**config.mk**
```make
export PLATFORM = sky130hd
export DESIGN_NAME = instruction_decode_stage_flat
export DESIGN_NICKNAME = d
export VERILOG_FILES = /design/src/rtl/instruction_decode_stage_if.sv /design/src/rtl/instruction_decode_stage.sv /design/src/flat_wrapper.sv
export SDC_FILE = /design/constraint.sdc
export NUM_CORES = 1
export LEC_CHECK = 0
export ABC_AREA = 1
export BUFFER_PORTS_ARGS = -buffer_cell sky130_fd_sc_hd__buf_2
export CORE_MARGIN = 4
export CORE_UTILIZATION = 45
export CTS_CLUSTER_DIAMETER = 50
export DETAILED_ROUTE_END_ITERATION = 8
export PLACE_DENSITY = 0.72
export SLEW_MARGIN = 20
export SYNTH_ARGS = -nofsm -noshare
export SYNTH_HDL_FRONTEND = slang
export SYNTH_SLANG_ARGS = --single-unit
```
**constraint.sdc**
```tcl
create_clock -name clk -period 4.4 [get_ports clk]
set_input_delay 1.32 -clock clk [delete_from_list [all_inputs] [get_ports clk]]
set_output_delay 1.32 -clock clk [all_outputs]
set_load 0.02 [all_outputs]
```
**src/rtl/instruction_decode_stage_if.sv**
```systemverilog
// -----------------------------------------------------------------------------
// instruction_decode_stage_if
// Bundles the upstream instruction handshake, the downstream decoded-instruction
// handshake, the flush request and the accepted-instruction counter of the
// instruction decode stage.
//   master : the surroundings (fetch side drives instructions and flush,
//            execute side drives out_ready)
//   slave  : the decode stage itself
// Ports carried:
//   flush, in_valid, in_ready, in_instr, in_pc_plus4,
//   out_valid, out_ready, out_opcode, out_rs, out_rt, out_rd, out_shamt,
//   out_funct, out_imm_ext, out_jump_target, out_pc_plus4, out_type,
//   accept_count
// -----------------------------------------------------------------------------
interface instruction_decode_stage_if #(
  parameter int MEM_WIDTH  = 32,
  parameter int ADDR_WIDTH = 32,
  parameter int DATA_WIDTH = 32,
  parameter int CNT_WIDTH  = 16
);
  logic                  flush;
  logic                  in_valid;
  logic                  in_ready;
  logic [MEM_WIDTH-1:0]  in_instr;
  logic [ADDR_WIDTH-1:0] in_pc_plus4;
  logic                  out_valid;
  logic                  out_ready;
  logic [5:0]            out_opcode;
  logic [4:0]            out_rs;
  logic [4:0]            out_rt;
  logic [4:0]            out_rd;
  logic [4:0]            out_shamt;
  logic [5:0]            out_funct;
  logic [DATA_WIDTH-1:0] out_imm_ext;
  logic [ADDR_WIDTH-1:0] out_jump_target;
  logic [ADDR_WIDTH-1:0] out_pc_plus4;
  logic [1:0]            out_type;
  logic [CNT_WIDTH-1:0]  accept_count;

  modport master (
    output flush, in_valid, in_instr, in_pc_plus4, out_ready,
    input  in_ready, out_valid, out_opcode, out_rs, out_rt, out_rd, out_shamt,
           out_funct, out_imm_ext, out_jump_target, out_pc_plus4, out_type,
           accept_count
  );

  modport slave (
    input  flush, in_valid, in_instr, in_pc_plus4, out_ready,
    output in_ready, out_valid, out_opcode, out_rs, out_rt, out_rd, out_shamt,
           out_funct, out_imm_ext, out_jump_target, out_pc_plus4, out_type,
           accept_count
  );
endinterface

```
**src/rtl/instruction_decode_stage.sv**
```systemverilog
// -----------------------------------------------------------------------------
// instruction_decode_stage
// MIPS32 instruction decode stage with a two-entry elastic buffer.
// Incoming words are decoded combinationally and the decoded record is stored
// in a head register (which drives every out_* field) or, when the head is
// occupied and not leaving, in a skid register. in_ready is a registered
// "skid empty" flag, so upstream never sees a combinational path from
// out_ready. flush empties both entries; accept_count counts accepted words.
// Ports:
//   clk   : rising-edge clock
//   rst_n : synchronous active-low reset
//   bus   : instruction_decode_stage_if.slave (handshakes, fields, counter)
// -----------------------------------------------------------------------------
module instruction_decode_stage #(
  parameter int MEM_WIDTH  = 32,
  parameter int ADDR_WIDTH = 32,
  parameter int DATA_WIDTH = 32,
  parameter int CNT_WIDTH  = 16
) (
  input  logic                         clk,
  input  logic                         rst_n,
  instruction_decode_stage_if.slave    bus
);

  localparam logic [5:0] OP_SPECIAL = 6'h00;
  localparam logic [5:0] OP_J       = 6'h02;
  localparam logic [5:0] OP_JAL     = 6'h03;
  localparam logic [5:0] OP_ANDI    = 6'h0C;
  localparam logic [5:0] OP_ORI     = 6'h0D;
  localparam logic [5:0] OP_XORI    = 6'h0E;

  localparam logic [1:0] TYPE_R = 2'b00;
  localparam logic [1:0] TYPE_I = 2'b01;
  localparam logic [1:0] TYPE_J = 2'b10;

  typedef struct packed {
    logic [5:0]            opcode;
    logic [4:0]            rs;
    logic [4:0]            rt;
    logic [4:0]            rd;
    logic [4:0]            shamt;
    logic [5:0]            funct;
    logic [DATA_WIDTH-1:0] imm_ext;
    logic [ADDR_WIDTH-1:0] jump_target;
    logic [ADDR_WIDTH-1:0] pc_plus4;
    logic [1:0]            itype;
  } dec_t;

  // Full field decode of one instruction word.
  function automatic dec_t decode(input logic [MEM_WIDTH-1:0]  instr,
                                  input logic [ADDR_WIDTH-1:0] pc_plus4);
    dec_t d;
    d          = '0;
    d.opcode   = instr[31:26];
    d.rs       = instr[25:21];
    d.rt       = instr[20:16];
    d.rd       = instr[15:11];
    d.shamt    = instr[10:6];
    d.funct    = instr[5:0];
    d.pc_plus4 = pc_plus4;
    // Jump target keeps the PC+4 region above bit 27 and replaces the low
    // 28 bits with the word-aligned 26-bit index.
    d.jump_target = (pc_plus4 & ~ADDR_WIDTH'(28'hFFF_FFFF))
                  | ADDR_WIDTH'({instr[25:0], 2'b00});
    case (instr[31:26])
      OP_ANDI, OP_ORI, OP_XORI: d.imm_ext = DATA_WIDTH'(instr[15:0]);
      default:                  d.imm_ext = DATA_WIDTH'($signed(instr[15:0]));
    endcase
    case (instr[31:26])
      OP_SPECIAL:   d.itype = TYPE_R;
      OP_J, OP_JAL: d.itype = TYPE_J;
      default:      d.itype = TYPE_I;
    endcase
    return d;
  endfunction

  dec_t                 head_r;
  dec_t                 skid_r;
  logic                 head_valid_r;
  logic                 skid_valid_r;
  logic                 in_ready_r;
  logic [CNT_WIDTH-1:0] accept_count_r;

  dec_t head_s;
  dec_t skid_s;
  dec_t dec_s;
  logic head_valid_s;
  logic skid_valid_s;
  logic accept_s;
  logic consume_s;

  assign dec_s     = decode(bus.in_instr, bus.in_pc_plus4);
  assign accept_s  = bus.in_valid & in_ready_r & ~bus.flush;
  assign consume_s = head_valid_r & bus.out_ready;

  // Next-state of the two-entry buffer; flush empties both entries.
  always_comb begin
    head_s       = head_r;
    skid_s       = skid_r;
    head_valid_s = head_valid_r;
    skid_valid_s = skid_valid_r;
    if (bus.flush) begin
      head_valid_s = 1'b0;
      skid_valid_s = 1'b0;
    end else if (consume_s) begin
      if (skid_valid_r) begin
        // Skid advances into the head; a concurrent accept refills the skid.
        head_s       = skid_r;
        head_valid_s = 1'b1;
        if (accept_s) begin
          skid_s       = dec_s;
          skid_valid_s = 1'b1;
        end else begin
          skid_valid_s = 1'b0;
        end
      end else begin
        if (accept_s) begin
          head_s       = dec_s;
          head_valid_s = 1'b1;
        end else begin
          head_valid_s = 1'b0;
        end
      end
    end else begin
      if (accept_s) begin
        if (head_valid_r) begin
          // in_ready was high, so the skid is known to be empty here.
          skid_s       = dec_s;
          skid_valid_s = 1'b1;
        end else begin
          head_s       = dec_s;
          head_valid_s = 1'b1;
        end
      end else begin
        head_valid_s = head_valid_r;
      end
    end
  end

  // Buffer state, registered ready flag and accept counter.
  always_ff @(posedge clk) begin
    if (!rst_n) begin
      head_r         <= '0;
      skid_r         <= '0;
      head_valid_r   <= 1'b0;
      skid_valid_r   <= 1'b0;
      in_ready_r     <= 1'b1;
      accept_count_r <= '0;
    end else begin
      head_r       <= head_s;
      skid_r       <= skid_s;
      head_valid_r <= head_valid_s;
      skid_valid_r <= skid_valid_s;
      in_ready_r   <= ~skid_valid_s;
      if (accept_s) begin
        accept_count_r <= accept_count_r + CNT_WIDTH'(1);
      end else begin
        accept_count_r <= accept_count_r;
      end
    end
  end

  assign bus.in_ready        = in_ready_r;
  assign bus.out_valid       = head_valid_r;
  assign bus.out_opcode      = head_r.opcode;
  assign bus.out_rs          = head_r.rs;
  assign bus.out_rt          = head_r.rt;
  assign bus.out_rd          = head_r.rd;
  assign bus.out_shamt       = head_r.shamt;
  assign bus.out_funct       = head_r.funct;
  assign bus.out_imm_ext     = head_r.imm_ext;
  assign bus.out_jump_target = head_r.jump_target;
  assign bus.out_pc_plus4    = head_r.pc_plus4;
  assign bus.out_type        = head_r.itype;
  assign bus.accept_count    = accept_count_r;

endmodule
```
**src/flat_wrapper.sv**
```systemverilog
// flat-port wrapper written by rule: the top's interface ports become plain ports
module instruction_decode_stage_flat 
#(
  parameter int MEM_WIDTH  = 32,
  parameter int ADDR_WIDTH = 32,
  parameter int DATA_WIDTH = 32,
  parameter int CNT_WIDTH  = 16
)
  (clk, rst_n, bus_flush, bus_in_valid, bus_in_instr, bus_in_pc_plus4, bus_out_ready, bus_in_ready, bus_out_valid, bus_out_opcode, bus_out_rs, bus_out_rt, bus_out_rd, bus_out_shamt, bus_out_funct, bus_out_imm_ext, bus_out_jump_target, bus_out_pc_plus4, bus_out_type, bus_accept_count);
  instruction_decode_stage_if #(.MEM_WIDTH(MEM_WIDTH), .ADDR_WIDTH(ADDR_WIDTH), .DATA_WIDTH(DATA_WIDTH), .CNT_WIDTH(CNT_WIDTH)) bus_i ();
  input  logic clk;
  input  logic rst_n;
  input wire logic [$bits(bus_i.flush)-1:0] bus_flush;
  input wire logic [$bits(bus_i.in_valid)-1:0] bus_in_valid;
  input wire logic [$bits(bus_i.in_instr)-1:0] bus_in_instr;
  input wire logic [$bits(bus_i.in_pc_plus4)-1:0] bus_in_pc_plus4;
  input wire logic [$bits(bus_i.out_ready)-1:0] bus_out_ready;
  output wire logic [$bits(bus_i.in_ready)-1:0] bus_in_ready;
  output wire logic [$bits(bus_i.out_valid)-1:0] bus_out_valid;
  output wire logic [$bits(bus_i.out_opcode)-1:0] bus_out_opcode;
  output wire logic [$bits(bus_i.out_rs)-1:0] bus_out_rs;
  output wire logic [$bits(bus_i.out_rt)-1:0] bus_out_rt;
  output wire logic [$bits(bus_i.out_rd)-1:0] bus_out_rd;
  output wire logic [$bits(bus_i.out_shamt)-1:0] bus_out_shamt;
  output wire logic [$bits(bus_i.out_funct)-1:0] bus_out_funct;
  output wire logic [$bits(bus_i.out_imm_ext)-1:0] bus_out_imm_ext;
  output wire logic [$bits(bus_i.out_jump_target)-1:0] bus_out_jump_target;
  output wire logic [$bits(bus_i.out_pc_plus4)-1:0] bus_out_pc_plus4;
  output wire logic [$bits(bus_i.out_type)-1:0] bus_out_type;
  output wire logic [$bits(bus_i.accept_count)-1:0] bus_accept_count;
  assign bus_i.flush = bus_flush;
  assign bus_i.in_valid = bus_in_valid;
  assign bus_i.in_instr = bus_in_instr;
  assign bus_i.in_pc_plus4 = bus_in_pc_plus4;
  assign bus_i.out_ready = bus_out_ready;
  assign bus_in_ready = bus_i.in_ready;
  assign bus_out_valid = bus_i.out_valid;
  assign bus_out_opcode = bus_i.out_opcode;
  assign bus_out_rs = bus_i.out_rs;
  assign bus_out_rt = bus_i.out_rt;
  assign bus_out_rd = bus_i.out_rd;
  assign bus_out_shamt = bus_i.out_shamt;
  assign bus_out_funct = bus_i.out_funct;
  assign bus_out_imm_ext = bus_i.out_imm_ext;
  assign bus_out_jump_target = bus_i.out_jump_target;
  assign bus_out_pc_plus4 = bus_i.out_pc_plus4;
  assign bus_out_type = bus_i.out_type;
  assign bus_accept_count = bus_i.accept_count;
  instruction_decode_stage #(.MEM_WIDTH(MEM_WIDTH), .ADDR_WIDTH(ADDR_WIDTH), .DATA_WIDTH(DATA_WIDTH), .CNT_WIDTH(CNT_WIDTH)) u_core (.clk(clk), .rst_n(rst_n), .bus(bus_i));
endmodule
```
==> results.txt <==
- After synthesis, the share of flip-flops with an asynchronous set or reset is 0%.
- # rows: 45
* Die Y: 132.8 um
- Worst slack on hold paths: 0.4566 ns
- Type of destination of the critical path: flip-flop
- Routed wire per std cell: 13.61 um
- Setup violations remaining at the end of the flow were counted as 0.
- For this run, the leading register cell type out of synthesis is dfxtp_1.
- Accumulated negative setup slack: 0 ns
- The final number of hold-violating endpoints came to 0.
- The floorplan step defined a die boundary enclosing 17650 um^2.
- The root buffer cell chosen for the clock tree is clkbuf_16.
- Iteration-0 DRC count of the detailed router: 484
* Sequential area share after synthesis: 43.68%
* Required time of the critical path: 4.76 ns
- For the pin with the worst max-slew slack, the measured transition is 0.8078 ns.
- Cell Int Power: 2535 uW
- Cells after Synth: 1030
* Clock sink count: 153
- For this run the aggregate overflow at the end of global routing stands at 0.
* TritonCTS buffer count: 17
- Starting Density: 45.96%
- Net switching fraction of the power: 23.83%
* Via count normalized by instance count: 4.947
* Mean instance size in the synthesized netlist: 6.809 um^2
- Leaving out fill and tap cells, the most frequent cell in the layout is nand2_1.
- Fmax: 371.3 MHz
* Layout-stage area growth over the synthesis result: 18.45%
* Synthesized area: 7013 um^2
* Period utilisation layout: 61.21%
- Routability-driven placement finished with a final weighted congestion of 0.8596.
- The first TritonRoute pass finished after 5 iterations.
- Instance area at placement: 7646 um^2
- Power density cells: 400.6 nW/um^2
* Combined global-route utilization of all metal layers: 20.78%
- Summed over all nets, the half-perimeter wirelength after detailed placement is 11340 um.
- Clock slew seen by the registers of the worst setup and hold paths: 0.06 ns
* Buffers from clock root to sink, at most: 2
* Overall via count from detail_route: 6777
* Final WL: 18650 um
- In this run, synthesis inferred 0 flip-flops with an integrated enable.
* # Max-Cap Violations: 0
- Die extent in x: 132.8 um
- Once detail routing completed, the nets flagged for antenna violations numbered 0.
- The library cells used most frequently in the layout, excluding fill and tap cells, are nand2_1, buf_2, nor2_1.
- Max rail drop VDD: 264.2 uV
- At the later pin of the worst-skew pair, clock insertion delay measures 0.43 ns.
* Share of post-route cells with drive strength above 1: 22.88%
* Final routed DRC violation total: 0
- The run finished with clean final reports.
- H-tree levels: 4
* Placeable Area: 15260 um^2
- Fraction of power consumed by the clock network: 48.9%
* Non-Filler Cell Area, Final: 8307 um^2
* Nature of the critical path startpoint: input pin
* Biggest fanout along the worst timing path: 52
* Crit path arrival time: 3.05 ns
- The number of pins exceeding their max-slew limit in the final report was 0.
- Buffers placed on the I/O ports in this run total 214.
- Once the clock tree was built, the setup fixing pass inserted 0 buffers.
- Total Nets Final: 1215
* Pin count of the biggest net entering global routing: 83
* Combinational share of power: 7.9%
- Setup repair after global routing left no endpoint under its margin.
* Number of storage elements in the synthesis netlist: 153
- Via count of the first global-routing pass: 6110
- In this run the tightest slew margin relative to its limit is 46.15%.
- TritonCTS built the clock tree.
- Worst hold path class: reg -> reg
* Count of pins on the block boundary: 217
* Final Skew: 0.02293 ns
- Hold buffers post-CTS: 0
* Leakage power total: 0.004075 uW
- Setup CP Type: in -> reg
* Reg power frac: 43.2%
- Switching component of the power: 792.9 uW
- In this run, distinct cell masters in the synthesized netlist total 26.
- Global-route wire length before repair: 30290 um
* Count of synthesis-stage warnings from yosys: 0
- The routed design could run at a clock period as short as 2.693 ns.
* Antenna violations before repair: 3
- Once the clock tree was built, the resizer swapped 0 gates to a different size.
synthesized netlist by cell type (all sizes together), types with 6 or more instances:
cell type	number	area share, %
a21oi	74	5.3
buf	104	10
clkbuf	24	1.3
dfxtp	153	44
inv	29	1.6
nand2	308	16
nand3	80	5.8
nand4	7	0.62
nor2	167	9.1
nor3	6	0.43
o21ai	71	5.1
power by group through the flow:
stage / Clock (uW) / Combinational (uW) / Sequential, uW
finish: 1630 / 264 / 1440
global placement: 0 / 262 / 1470
CTS: 1660 / 267 / 1440
floorplan: 0 / 156 / 1490
detailed placement: 0 / 266 / 1470
global route: 1720 / 292 / 1440
registers in the layout, indices dropped and copies added (netlist names):
signal and flops:
u_core.bus.out_type 2, u_core.bus.out_pc_plus4 31, u_core.bus.out_jump_target 3, u_core.bus.out_rt 4, u_core.bus.out_imm_ext 17, u_core.bus.out_rs 4
u_core.bus.out_opcode 6, u_core.skid_r 67, u_core.bus.accept_count 16, u_core.skid_valid_r 1, u_core.bus.in_ready 1, u_core.bus.out_valid 1
path summary, 6_finish.rpt:
path                                                startpoint                                  endpoint  slack (ns)  depth (start not counted)
worst max-delay path                                 bus_flush  u_core.bus.out_pc_plus4[19]$_SDFFE_PN0P_        1.71                          9
worst min-delay path             u_core.skid_r[0]$_SDFFE_PN0P_             u_core.skid_r[0]$_SDFFE_PN0P_        0.46                          2
worst max register to register  u_core.bus.in_ready$_SDFF_PN1_  u_core.bus.out_pc_plus4[19]$_SDFFE_PN0P_        2.38                          7
worst min register to register   u_core.skid_r[0]$_SDFFE_PN0P_             u_core.skid_r[0]$_SDFFE_PN0P_        0.46                          2
worst max-delay path, cell delays in order:
cell,delay (ns)
buf_2,0.12
inv_2,0.09
nand3_2,0.14
nand2_1,0.13
nand2_1,0.09
nor2_4,0.31
buf_4,0.55
o21ai_0,0.14
nor2_1,0.14
stage by stage:
stage                     power, uW  utilization (%)  setup WS (ns)  instances
after global placement         1729            50.09          1.308       1337
after global routing           3451            54.44          1.462       1370
after CTS                      3363            54.42          1.744       1369
final                          3327            54.44          1.707       1370
after detailed placement       1732            50.11          1.286       1337
after floorplan                1651                -          2.083       1031
metal layers:
metal	global-route usage (%)	wire, um	vias up
met5	0	21	-
met4	6.697	237	4
met3	6.008	1580	27
met2	35.33	8915	247
met1	25.32	7890	3055
li1	-	-	3444
cell families after synthesis:
group                      Yosys count  synth area share [%]
xor gates and xnor gates             1                0.1249
other                                1               0.05347
adders and majority gates            1                0.1784
AOI/OAI and AO/OA                  147                 10.54
buffers and inverters              157                 12.83
DFF                                153                 43.68
and+or+nand+nor                    570                 32.60
area by class of cell:
| class | count | area [um^2] |
|---|---|---|
| inverter | 29 | 111.4 |
| tap | 211 | 264.0 |
| fill | 1538 | 6952 |
| antenna | 1 | 2.502 |
| clock buffer | 19 | 442.9 |
| timing repair buffer | 223 | 1139 |
| clock inverter | 13 | 215.2 |
| multi-input combinational | 721 | 3069 |
| sequential | 153 | 3063 |
Power figures use the tool's default switching activity.
